==> src/rtl/grey_stream_if.sv <==
// Pixel stream bundle between capture, the grey controller and the frame-buffer write path.
// The slave view is the controller's; the master view is the surrounding logic or bench.
interface grey_stream_if;
  logic        in_valid;
  logic        in_ready;
  logic [23:0] in_rgb;
  logic        out_valid;
  logic        out_ready;
  logic [23:0] out_rgb;
  logic        out_sof;
  logic        out_eol;

  modport slave (
    input  in_valid, in_rgb, out_ready,
    output in_ready, out_valid, out_rgb, out_sof, out_eol
  );

  modport master (
    output in_valid, in_rgb, out_ready,
    input  in_ready, out_valid, out_rgb, out_sof, out_eol
  );
endinterface

==> src/rtl/grey_stream_ctrl.sv <==
// RGB->grey streaming controller: raster tagging, per-frame mode, and a 2-entry output FIFO
// so downstream stalls never lose a pixel.
module grey_stream_ctrl #(
  parameter int H_ACTIVE = 640,
  parameter int V_ACTIVE = 480,
  parameter int XW       = 10,
  parameter int YW       = 9
) (
  input  logic clk,
  input  logic rst_n,
  input  logic mode_req,
  input  logic sync_clr,
  output logic frame_done,
  output logic mode_act,
  grey_stream_if.slave s
);
  typedef struct packed {
    logic [23:0] rgb;
    logic        sof;
    logic        eol;
  } ent_t;

  localparam logic [XW-1:0] XLAST = XW'(H_ACTIVE - 1);
  localparam logic [YW-1:0] YLAST = YW'(V_ACTIVE - 1);

  ent_t          mem_q [2];
  logic          wr_q, wr_d, rd_q, rd_d;
  logic [1:0]    cnt_q, cnt_d;
  logic [XW-1:0] x_q, x_d;
  logic [YW-1:0] y_q, y_d;
  logic          mode_q, mode_d;
  logic          fd_q, fd_d;
  logic          rdy_q;

  logic       acc, push, pop, sof_t, eol_t, last, mode_use;
  logic [9:0] sum;
  logic [13:0] prod;
  logic [8:0] g;
  logic [7:0] grey;
  ent_t       ent_in;

  // in_ready is held low through reset; a sync_clr cycle never blocks input.
  assign s.in_ready  = rdy_q & ((cnt_q != 2'd2) | sync_clr);
  assign s.out_valid = (cnt_q != 2'd0);
  assign s.out_rgb   = mem_q[rd_q].rgb;
  assign s.out_sof   = mem_q[rd_q].sof;
  assign s.out_eol   = mem_q[rd_q].eol;
  assign frame_done  = fd_q;
  assign mode_act    = mode_q;

  assign acc  = s.in_valid & s.in_ready;
  assign push = acc & ~sync_clr;
  assign pop  = s.out_valid & s.out_ready;

  assign sof_t    = (x_q == '0) && (y_q == '0);
  assign eol_t    = (x_q == XLAST);
  assign last     = eol_t && (y_q == YLAST);
  assign mode_use = sof_t ? mode_req : mode_q;

  // grey = sat8(((R+G+B)*11) >> 5), roughly the channel mean.
  assign sum  = {2'b0, s.in_rgb[23:16]} + {2'b0, s.in_rgb[15:8]} + {2'b0, s.in_rgb[7:0]};
  assign prod = {4'b0, sum} * 14'd11;
  assign g    = prod[13:5];
  assign grey = g[8] ? 8'hFF : g[7:0];

  assign ent_in.rgb = mode_use ? s.in_rgb : {grey, grey, grey};
  assign ent_in.sof = sof_t;
  assign ent_in.eol = eol_t;

  always_comb begin
    cnt_d  = cnt_q;
    wr_d   = wr_q;
    rd_d   = rd_q;
    x_d    = x_q;
    y_d    = y_q;
    mode_d = mode_q;
    fd_d   = 1'b0;
    if (sync_clr) begin
      cnt_d = '0;
      wr_d  = 1'b0;
      rd_d  = 1'b0;
      x_d   = '0;
      y_d   = '0;
    end else begin
      cnt_d = cnt_q + {1'b0, push} - {1'b0, pop};
      if (push) wr_d = ~wr_q;
      if (pop)  rd_d = ~rd_q;
      if (push) begin
        if (sof_t) mode_d = mode_req;
        if (eol_t) begin
          x_d = '0;
          y_d = last ? '0 : y_q + 1'b1;
        end else begin
          x_d = x_q + 1'b1;
        end
        fd_d = last;
      end
    end
  end

  always_ff @(posedge clk or negedge rst_n) begin
    if (!rst_n) begin
      cnt_q  <= '0;
      wr_q   <= 1'b0;
      rd_q   <= 1'b0;
      x_q    <= '0;
      y_q    <= '0;
      mode_q <= 1'b0;
      fd_q   <= 1'b0;
      rdy_q  <= 1'b0;
    end else begin
      cnt_q  <= cnt_d;
      wr_q   <= wr_d;
      rd_q   <= rd_d;
      x_q    <= x_d;
      y_q    <= y_d;
      mode_q <= mode_d;
      fd_q   <= fd_d;
      rdy_q  <= 1'b1;
    end
  end

  always_ff @(posedge clk or negedge rst_n) begin
    if (!rst_n) begin
      for (int i = 0; i < 2; i++) mem_q[i] <= '0;
    end else if (push) begin
      mem_q[wr_q] <= ent_in;
    end
  end
endmodule

==> src/flat_wrapper.sv <==
// flat-port wrapper written by rule: the top's interface ports become plain ports
module grey_stream_ctrl_flat 
#(
  parameter int H_ACTIVE = 640,
  parameter int V_ACTIVE = 480,
  parameter int XW       = 10,
  parameter int YW       = 9
)
  (clk, rst_n, mode_req, sync_clr, frame_done, mode_act, s_in_valid, s_in_rgb, s_out_ready, s_in_ready, s_out_valid, s_out_rgb, s_out_sof, s_out_eol);
  grey_stream_if s_i ();
  input  logic clk;
  input  logic rst_n;
  input  logic mode_req;
  input  logic sync_clr;
  output logic frame_done;
  output logic mode_act;
  input wire logic [$bits(s_i.in_valid)-1:0] s_in_valid;
  input wire logic [$bits(s_i.in_rgb)-1:0] s_in_rgb;
  input wire logic [$bits(s_i.out_ready)-1:0] s_out_ready;
  output wire logic [$bits(s_i.in_ready)-1:0] s_in_ready;
  output wire logic [$bits(s_i.out_valid)-1:0] s_out_valid;
  output wire logic [$bits(s_i.out_rgb)-1:0] s_out_rgb;
  output wire logic [$bits(s_i.out_sof)-1:0] s_out_sof;
  output wire logic [$bits(s_i.out_eol)-1:0] s_out_eol;
  assign s_i.in_valid = s_in_valid;
  assign s_i.in_rgb = s_in_rgb;
  assign s_i.out_ready = s_out_ready;
  assign s_in_ready = s_i.in_ready;
  assign s_out_valid = s_i.out_valid;
  assign s_out_rgb = s_i.out_rgb;
  assign s_out_sof = s_i.out_sof;
  assign s_out_eol = s_i.out_eol;
  grey_stream_ctrl #(.H_ACTIVE(H_ACTIVE), .V_ACTIVE(V_ACTIVE), .XW(XW), .YW(YW)) u_core (.clk(clk), .rst_n(rst_n), .mode_req(mode_req), .sync_clr(sync_clr), .frame_done(frame_done), .mode_act(mode_act), .s(s_i));
endmodule
==> config.mk <==
export PLATFORM = sky130hd
export DESIGN_NAME = grey_stream_ctrl_flat
export DESIGN_NICKNAME = d
export VERILOG_FILES = /design/src/rtl/grey_stream_if.sv /design/src/rtl/grey_stream_ctrl.sv /design/src/flat_wrapper.sv
export SDC_FILE = /design/constraint.sdc
export NUM_CORES = 1
export LEC_CHECK = 0
export ABC_AREA = 1
export CORE_ASPECT_RATIO = 1.75
export CORE_MARGIN = 2
export CORE_UTILIZATION = 45
export DETAILED_ROUTE_END_ITERATION = 12
export PLACE_DENSITY_LB_ADDON = 0.25
export SKIP_LAST_GASP = 1
export SLEW_MARGIN = 20
export SYNTH_ARGS = -nofsm -noshare
export SYNTH_HDL_FRONTEND = slang
export SYNTH_SLANG_ARGS = --single-unit
export TNS_END_PERCENT = 50
==> constraint.sdc <==
create_clock -name clk -period 1.8 [get_ports clk]
set_input_delay 0.36 -clock clk [delete_from_list [all_inputs] [get_ports clk]]
set_output_delay 0.36 -clock clk [all_outputs]
set_load 0.01 [all_outputs]
==> Word level (Yosys, flattened, before mapping) <==
Cells that the tools add are included.
{ "word_totals": {"word_cells": 71, "input_bits": 30, "ff_bits": 78, "output_inout_bits": 30} }
{ "classes": {"n_mux": 23, "n_mul": 1, "n_lt_le_gt_ge": 3, "n_reduce_logical": 11, "bitwise_logic": 10, "addsub": 6, "n_eq_ne": 3} }
{ "op_table": {"columns": ["operator", "n"], "rows": [
  ["2-to-1 mux 26 bit", 4],
  ["bitwise mux 52 bit", 1],
  ["2-to-1 mux 9 bit", 4],
  ["2-to-1 mux 10 bit", 3],
  ["demux 26 bit (select 1 bit)", 1],
  ["2-to-1 mux 24 bit", 1],
  ["multiplier 10 x 4 -> 14 bit (second input constant)", 1],
  ["adder 10 x 1 -> 10 bit (second input constant)", 1],
  ["adder 10 x 8 -> 10 bit", 1],
  ["== test 10 bit (second input constant)", 1],
  ["zero test 10 bit", 1],
  ["adder 8 x 8 -> 9 bit", 1],
  ["adder 9 x 1 -> 9 bit (second input constant)", 1],
  ["== test 9 bit (second input constant)", 1],
  ["zero test 9 bit", 1],
  ["2-to-1 mux 8 bit", 1],
  ["nonzero test 2 bit", 4],
  ["2-to-1 mux 1 bit", 7],
  ["bitwise AND 1 bit", 4],
  [">= comparator 2 bit (second input constant)", 2],
  ["NOT 1 -> 2 bit", 2],
  ["AND reduction 2 bit", 2],
  ["logical AND 1 bit", 3],
  ["NOT 1 bit", 3],
  ["6 further kinds", 6]
]} }

==> Depth between registers and ports, before layout <==
Gate-level depths: netlist (run 1).
{ "depth": {"word_depth": 8, "ltp_mapped": 31} }

==> Least setup slack after synthesis (run 1) <==
Ideal clock, no wire load.
{ "synth_timing": {"path_type": "in2reg", "start": "input s_in_rgb[8]", "end": "register u_core.mem_q[12] (netlist name)", "path_stages": 30, "slack_ns": -2.843, "t_arrival_ns": 4.527, "path_cell_list": "ha_1 inv_1 fa_1 o21ai_0 nand2_1 a21oi_1 nor2_1 xor2_1 inv_1 ha_1 nand2_1 inv_1 nand4_1 o211ai_1 xor2_1 ha_1 inv_1 fa_1 inv_1 ha_1 inv_1 o21bai_1 o21ai_1 nand2_1 nor2_2 nand3_1 nand2_1 nand2_1 nand2_1 nand2_1"} }
{ "synth_via": {"elab_chain_cells": 6} }
{ "synth_lines": {"columns": ["item", "line_no", "rtl"], "rows": [
  ["start: declaration", "flat_wrapper.sv:18", "input wire logic [$bits(s_i.in_rgb)-1:0] s_in_rgb;"],
  ["adder 8 x 8 -> 9 bit", "grey_stream_ctrl.sv:61", "assign sum = {2'b0, s.in_rgb[23:16]} + {2'b0, s.in_rgb[15:8]} + {2'b0, s.in_rgb[7:0]};"],
  ["adder 10 x 8 -> 10 bit", "grey_stream_ctrl.sv:61", null],
  ["multiplier 10 x 4 -> 14 bit", "grey_stream_ctrl.sv:62", "assign prod = {4'b0, sum} * 14'd11;"],
  ["2-to-1 mux 8 bit", "grey_stream_ctrl.sv:64", "assign grey = g[8] ? 8'hFF : g[7:0];"],
  ["2-to-1 mux 24 bit", "grey_stream_ctrl.sv:66", "assign ent_in.rgb = mode_use ? s.in_rgb : {grey, grey, grey};"],
  ["bitwise mux 52 bit", "grey_stream_ctrl.sv:127", "mem_q[wr_q] <= ent_in;"],
  ["end signal: indexed assignment", "grey_stream_ctrl.sv:127", null],
  ["end: declaration", "grey_stream_ctrl.sv:26", "ent_t mem_q [2];"]
]} }
Every way passes these cells.
A chain may end at the register's enable or synchronous reset.

==> Worst setup path after layout (run 1) <==
{ "layout_timing": {"start": "input s_in_rgb[13]", "end": "register u_core.mem_q[6] (netlist name)"} }
Same word-level chain as after synthesis.

==> metrics.txt, run 1 <==
hold_sp=s_in_rgb[8]; Max Clock Freq=0.2176 GHz; Worst R2R Start=u_core.x_q[1]; Post-Synthesis Cell Area=5814 sq um; commonest cells after routing, fill and taps aside=nand2_1, buf_4, inv_1, dfrtp_1, clkdlybuf4s50_1; number of H-tree levels=3; Final Hold Violating Endpoints=0; CTS clk-pin slew, worst paths=about 0.060 ns; Arr. time, crit path=4.82 ns; first-pass GRT wire length=28640 um; synthesized flop and latch total=78; Startpoint Class=input pin; hold crit path type=in2reg; clock buffer depth=2; critical path class=in2reg; CTS Buf Count=9; PortBufs=just under 60; row count=55; Setup Viol. Count Final=76; pins over their slew limit=0; Layout Skew=0.005379 ns; final wirelength=18260 um; Cell Count, Final, Fillers Out=1161; core area=around 13000 sq um; fin crit share=255.3%; Diodes inserted=0; min Tclk post-route=around 4.6 ns; Placed Instances=1137; max incr delay on CP=0.54 ns; Hold Path Stages=4; gr usage total=26.23%; Crit. End Element=flip-flop; Finished Core Util=roughly two thirds; DR vias=6017; Post-synth ARST share=100.0%; initial antenna violation count=0; Post-synth top flop=dfrtp_1; WL/cell=15.73 um; Syn Inst Count=around 800; post-route cell area=8332 sq um; Post-synth EDFFs=0; fillers=around 1100; Worst Path Required=about 2 ns; vias in the first global route=6029; Clock Latency Late Sink=0.34 ns; failing checks=negative setup slack; CP most frequent cell=nand2_1; status=finished with violations; Final nets=1069; Worst Setup SP=s_in_rgb[13]; die height=154.4 um; First-pass DRT Iterations=5; share of cells above drive strength 1=a little over a quarter; Ys Warns=0; sequential element share of the synthesized area=33.57%; CP max stage cell=fa_1; worst-path maximum fanout=8; io pins=60; commonest non-fill, non-tap cell in the layout=nand2_1; Starting Density=45.43%; RSZ-0062 raised after global routing=yes; final antenna-violating net count=0; RR Endpoint=u_core.mem_q[32]; Num Clock Sinks=78; Worst Hold End=u_core.mem_q[10]; 1st-iter DRT viols=327; Remaining DRCs=0; dpl hpwl=13870 um; vias per inst=5.183; GP Congestion=0.9422; Multi-input gate area=3785 sq um; Final Worst Setup Slack=-2.795 ns; post-synthesis net count=around 900; CTS tree=built; Horiz. Die Dim=89.93 um; post-synthesis cell type count=43; Reg2Reg Depth=11; Worst R2R Setup Slack=-0.29 ns; mean area per synthesized cell=slightly above 7 sq um; area grow syn2layout=43.30%; pin count of the biggest net entering global routing=58; total congestion overflow=0; Area after DPL=7591 sq um; TNS Setup=-137.75 ns; maxcap violations=0; CTS Root Cell=clkbuf_16; die area=roughly 14000 sq um; Sequential Area=1952 sq um
-- layout make-up --
| cell class | instances | area share, % |
|---|---|---|
| multi-input combinational | 601 | 45.43 |
| sequential | 78 | 23.43 |
| timing repair buffer | 191 | 19.85 |
| inverter | 104 | 4.715 |
| clock buffer | 11 | 3.033 |
| tap | 171 | 2.568 |
| clock inverter | 5 | 0.9761 |
-- layer usage --
layer / part of all wire (%) / wire length [um] / up-vias / global-route usage [%]
met3: 3.5 / 642 / 63 / 3.117
met1: 35 / 6309 / 2848 / 25.26
met2: 55 / 10070 / 189 / 51.91
li1: - / - / 2917 / -
met5: 0 / 0 / - / 0
met4: 6.8 / 1235 / 0 / 16.41
-- worst max-delay path, delay by kind of cell --
kind / cells / cell delay (ns)
AO/OA/AOI/OAI: 6 / 0.70
XOR/XNOR: 2 / 0.58
adder cells (fa/ha/maj): 4 / 1.43
buffers and inverters: 7 / 0.83
AND/OR/NAND/NOR: 9 / 0.91
-- metrics by stage --
stage                     hold WS (ns)  setup slack, ns
after detailed placement        0.2837           -3.630
after CTS                       0.4691           -2.768
after global routing            0.4579           -3.010
final                           0.4406           -2.795
after global placement          0.2827           -3.563
after floorplan                0.06441           -2.466
-- cell usage after synthesis, drive strengths merged (3+ instances only) --
| cell | count | area share, % |
|---|---|---|
| dfrtp | 78 | 34 |
| nor3 | 8 | 1.4 |
| nand3 | 53 | 5.0 |
| nor4 | 6 | 0.75 |
| a21oi | 31 | 2.7 |
| ha | 46 | 9.9 |
| fa | 8 | 2.8 |
| o21ai | 33 | 2.8 |
| nand2 | 316 | 21 |
| nor2 | 37 | 3.0 |
| xnor2 | 6 | 0.90 |
| or2 | 3 | 0.32 |
| inv | 103 | 6.6 |
| clkbuf | 5 | 0.32 |
| a31oi | 8 | 1.1 |
| nand4 | 19 | 2.3 |
| xor2 | 15 | 2.3 |
| buf | 16 | 1.9 |
-- state kept, by name (all words and copies together), names as in the netlist --
register and cells:
u_core.mem_q 52, u_core.x_q 10, u_core.y_q 9, u_core.cnt_q 2, u_core.frame_done 1, u_core.mode_act 1
u_core.rd_q 1, u_core.rdy_q 1, u_core.wr_q 1
-- cell families after synthesis --
family / count (synthesis) / synth area share (%)
buffers and inverters: 125 / 8.973
flip-flops: 78 / 33.57
AO/OA/AOI/OAI: 81 / 7.854
other: 1 / 0.06450
AND/OR/NAND/NOR: 444 / 33.72
XOR/XNOR: 21 / 3.163
adder cells (fa/ha/maj): 54 / 12.65
-- worst max path at each step --
stage                                  end  depth (start not counted)
after floorplan           u_core.mem_q[12]                         30
after global placement    u_core.mem_q[32]                         32
after detailed placement  u_core.mem_q[32]                         31
after CTS                 u_core.mem_q[35]                         32
after global routing      u_core.mem_q[40]                         31
final                      u_core.mem_q[6]                         28
-- what timing repair did --
| action | in CTS | in global routing |
|---|---|---|
| hold endpoints to repair | 21 | 0 |
| resized for setup | 43 | 78 |
| setup buffers | 5 | 3 |
| setup endpoints to repair | 77 | 100 |
| hold buffers | 1 | 0 |
| pin swaps | 18 | 38 |
Power of run 1 is not shown: default switching activity piles up to over one toggle a cycle in this logic, so the estimate is an artifact.
==> run 2, diff against run 1 <==
CORE_UTILIZATION = 35   (was 45)
==> metrics.txt, run 2 (synthesis gave the netlist of run 1 again) <==
WL/cell=about 14 um; Max Clock Freq=between 0.2 and 0.25 GHz; worst-path maximum fanout=8; number of H-tree levels=3; final antenna-violating net count=0; CTS clk-pin slew, worst paths=about 0.06 ns; pin count of the biggest net entering global routing=33; First-pass DRT Iterations=4; Reg2Reg Depth=12; PD cells=roughly 2300 nW/um^2; row count=62; gr usage total=20.90%; TNS Setup=-135.20 ns; status=finished with violations; Layout Skew=between 0.006 and 0.007 ns; Max IR drop VDD=~0.0022 V; first-pass GRT wire length=28750 um; Num Clock Sinks=78; Horiz. Die Dim=101.4 um; core area=16370 sq um; io pins=60; Remaining DRCs=0; worst-margin pin slew=0.5035 ns; critical path class=in2reg; vias in the first global route=6032; commonest non-fill, non-tap cell in the layout=nand2_1; Setup Viol. Count Final=76; commonest cells after routing, fill and taps aside=nand2_1, buf_4, inv_1, dfrtp_1, clkdlybuf4s50_1; GP Congestion=0.8861; max incr delay on CP=0.49 ns; dpl hpwl=14150 um; registers with the most flip-flops=u_core.mem_q: 52 flops, u_core.x_q: 10 flops, u_core.y_q: 9 flops; clock buffer depth=2; CP most frequent cell=nand2_1; CTS tree=built; Leak Pwr=~4.5 nW; Final Worst Setup Slack=-2.745 ns; fin crit share=252.5%; die area=roughly 18000 sq um; slew margin rel.=around two thirds; initial antenna violation count=0; share of cells above drive strength 1=between 20% and 30%; area grow syn2layout=45.94%; hold crit path type=in2reg; Starting Density=35.52%; CP max stage cell=fa_1; Arr. time, crit path=4.78 ns; failing checks=negative setup slack; worst hold slack=0.4296 ns; vias per inst=around 4.7; final wirelength=17590 um; Worst Path Required=2.03 ns; Final Hold Violating Endpoints=0; min Tclk post-route=4.545 ns; die height=174.5 um; Finished Core Util=51.84%; Clock Latency Late Sink=0.34 ns; pre-CTS setup slack=-3.654 ns; DR vias=between 5000 and 6000; Largest Register=u_core.mem_q; maxcap violations=0; Final nets=roughly 1100; PortBufs=59; CTS Root Cell=clkbuf_16; Cell Count, Final, Fillers Out=1234; Placed Instances=1206; 1st-iter DRT viols=240; pins over their slew limit=0; Diodes inserted=0; Crit. End Element=flip-flop; total congestion overflow=0; RSZ-0062 raised after global routing=yes; Startpoint Class=input pin; max FFs per register=52; CTS Buf Count=9; Hold Path Stages=4
==> run 2: changes by cell type in the layout (fill, tap and decap cells not counted), sizes merged <==
cell           previous run  this run
buf                     135       158
clkbuf                   16        12
dlymetal6s2s              3         0
clkinv                    2         4
clkdlybuf4s15             0         1
clkdlybuf4s50            42        43
clkinvlp                  1         0
dlygate4sd2               5         6
==> run 2: per-stage QoR <==
stage	instance area (sq um)	power (mW)
after floorplan	5914	9.946
after global placement	7790	15.23
after global routing	8486	21.45
after detailed placement	7790	15.35
final	8486	19.80
after CTS	8354	18.83
==> run 2: worst paths after layout <==
kind                                        from          endpoint  slack [ns]
min in group asynchronous                  rst_n      u_core.rdy_q        0.47
worst min-delay path                s_in_rgb[16]  u_core.mem_q[44]        0.43
worst max-delay path                 s_in_rgb[8]  u_core.mem_q[48]       -2.75
worst min register to register  u_core.mem_q[50]  u_core.mem_q[50]        0.48
max in group asynchronous                  rst_n     u_core.y_q[7]        0.81
worst max register to register     u_core.x_q[0]  u_core.mem_q[48]       -0.21
==> run 2: worst max-delay path: cells and delay by family <==
| kind | cells | cell delay [ns] |
|---|---|---|
| adder cells (fa/ha/maj) | 6 | 1.94 |
| AO/OA/AOI/OAI | 3 | 0.48 |
| XOR/XNOR | 2 | 0.35 |
| buffers and inverters | 8 | 0.73 |
| AND/OR/NAND/NOR | 9 | 0.90 |
==> run 2: where the power goes <==
part,switching (mW),internal [mW]
Sequential,0.324,2.34
Combinational,8.29,6.84
Clock,0.750,1.26
==> run 2: routing by layer <==
layer  vias up  track usage, %  part of all wire [%]  routed length [um]
met5         -               0                     0                   0
met1      2767           20.97                    36                6313
met4         0           10.19                   4.5                 795
met2        90           41.14                    58               10140
met3        35           1.769                   1.9                 339
li1       2968               -                     -                   -
==> run 2: final cells by class <==
| cell class | instances | area (sq um) |
|---|---|---|
| fill | 1609 | 7883 |
| timing repair buffer | 211 | 1810 |
| clock inverter | 6 | 95.09 |
| multi-input combinational | 601 | 3716 |
| tap | 224 | 280.3 |
| sequential | 78 | 1952 |
| clock buffer | 10 | 239.0 |
| inverter | 104 | 392.9 |
==> run 2: what timing repair did <==
item	CTS	global route
pin swaps	27	23
setup endpoints to repair	76	98
gates cloned	0	0
setup buffers	6	5
hold buffers	1	0
endpoints found under the hold margin	22	0
resized for setup	82	41
(Power assumes the default switching activity.)
==> run 3, diff against run 2 <==
CTS_CLUSTER_SIZE = 10   (was unset)
PLACE_DENSITY = 0.53   (was unset)
PLACE_DENSITY_LB_ADDON = unset   (was 0.25)
==> metrics.txt, run 3 (synthesis gave the netlist of run 1 again) <==
max FFs per register=52; GP Congestion=0.8881; RSZ-0062 raised after global routing=yes; hold crit path type=reg2reg; crit path capture=u_core.mem_q[18]; max incr delay on CP=approximately 0.51 ns; CTS Root Cell=clkbuf_16; vias per inst=4.744; post-route cell area=8695 sq um; Setup Viol. Count Final=74; Worst R2R Setup Slack=-0.20 ns; CTS Buf Count=9; First-pass DRT Iterations=4; total congestion overflow=0; Largest Register=u_core.mem_q; final wirelength=18030 um; die height=174.5 um; area grow syn2layout=49.54%; RR Endpoint=u_core.mem_q[11]; commonest cells after routing, fill and taps aside=nand2_1, buf_4, inv_1, dfrtp_1, clkdlybuf4s50_1; 1st-iter DRT viols=272; fin crit share=248.9%; Worst R2R Start=u_core.x_q[0]; CP max stage cell=fa_1; maxcap violations=0; min Tclk post-route=around 4.5 ns; pin count of the biggest net entering global routing=35; critical path class=in2reg; Startpoint Class=input pin; Arr. time, crit path=4.74 ns; dpl hpwl=14520 um; CP bufs+invs=9; Diodes inserted=0; number of H-tree levels=3; Horiz. Die Dim=101.4 um; WL/cell=14.61 um; status=finished with violations; row count=62; Max Clock Freq=roughly 0.22 GHz; Crit. End Element=flip-flop; io pins=60; PortBufs=~60; DR vias=between 5000 and 6000; commonest non-fill, non-tap cell in the layout=nand2_1; CTS clk-pin slew, worst paths=0.06 ns; CTS tree=built; Worst Path Required=just over 2 ns; core area=roughly 16000 sq um; first-pass GRT wire length=29700 um; Stages on worst setup path=32; worst-path maximum fanout=8; critical path's top delay family=adder cells; Clock Latency Late Sink=0.33 ns; Final Hold Violating Endpoints=0; worst hold slack=0.4711 ns; worst-margin pin slew=approximately 0.5 ns; failing checks=negative setup slack; CP most frequent cell=inv_2; Final Worst Setup Slack=-2.681 ns; Num Clock Sinks=just under 80; vias in the first global route=6093; die area=17700 sq um; fillers=1597; registers with the most flip-flops=u_core.mem_q: 52 flops, u_core.x_q: 10 flops, u_core.y_q: 9 flops; Area after DPL=7802 sq um; slew margin rel.=approximately 66%; Layout Skew=0.008682 ns; Worst Setup SP=s_in_rgb[8]; Remaining DRCs=0; initial antenna violation count=0; gr usage total=21.57%; Final nets=1090; clock buffer depth=2; final antenna-violating net count=0; pins over their slew limit=0; Reg2Reg Depth=11; Starting Density=35.52%; share of cells above drive strength 1=30.40%
## run 3: cell count changes in the layout (fill, tap and decap cells not counted), sizes merged
cell,change
clkdlybuf4s15,+1
clkinv,-2
bufinv,+1
buf,+1
dlygate4sd2,-1
clkdlybuf4s50,-1
clkinvlp,+1
## run 3: worst min-delay path by stage
stage	cells past startpoint	end	startpoint
2_1_floorplan	0	u_core.cnt_q[0]	rst_n
3_3_place_gp	1	u_core.rdy_q	rst_n
3_5_place_dp	1	u_core.rdy_q	rst_n
4_1_cts	4	u_core.mem_q[36]	s_in_rgb[8]
5_1_grt	2	u_core.mem_q[13]	u_core.mem_q[13]
6_report	2	u_core.mem_q[37]	u_core.mem_q[37]
## run 3: worst min-delay path: cells and delay by family (launching register included)
family	cells	cell delay [ns]
and+or+nand+nor	2	0.10
DFF	1	0.34
## run 3: area by class of cell
class | instances | area (sq um) | area share, %
clock buffer | 9 | 225.2 | 2.590
clock inverter | 6 | 111.4 | 1.281
inverter | 104 | 392.9 | 4.519
multi-input combinational | 601 | 3904 | 44.90
sequential | 78 | 1952 | 22.45
tap | 224 | 280.3 | 3.223
timing repair buffer | 212 | 1829 | 21.04
## run 3: layer usage
metal	share of wire, %	vias up	track usage (%)
met1	36	2727	22.07
li1	-	2953	-
met4	5.9	0	11.77
met5	0	-	0
met3	1.8	54	1.608
met2	56	120	41.53
## run 3: per-stage QoR
stage / utilization [%] / instances / setup WS (ns) / setup TNS, ns
final: 53.12 / 1234 / -2.681 / -133.68
after global routing: 53.12 / 1234 / -2.911 / -148.99
after CTS: 51.92 / 1228 / -2.629 / -132.54
after detailed placement: 47.67 / 1206 / -3.623 / -174.63
after global placement: 47.67 / 1206 / -3.646 / -176.24
after floorplan: - / 804 / -2.466 / -118.09
## run 3: repair_timing
item / CTS / global route
gates resized for setup: 108 / 51
gates cloned: 0 / 0
hold endpoints to repair: 30 / 0
setup buffers: 7 / 6
endpoints found under the setup margin: 76 / 100
hold buffers: 1 / 0
pin swaps: 35 / 38
Power of run 3 is left out for the same reason.
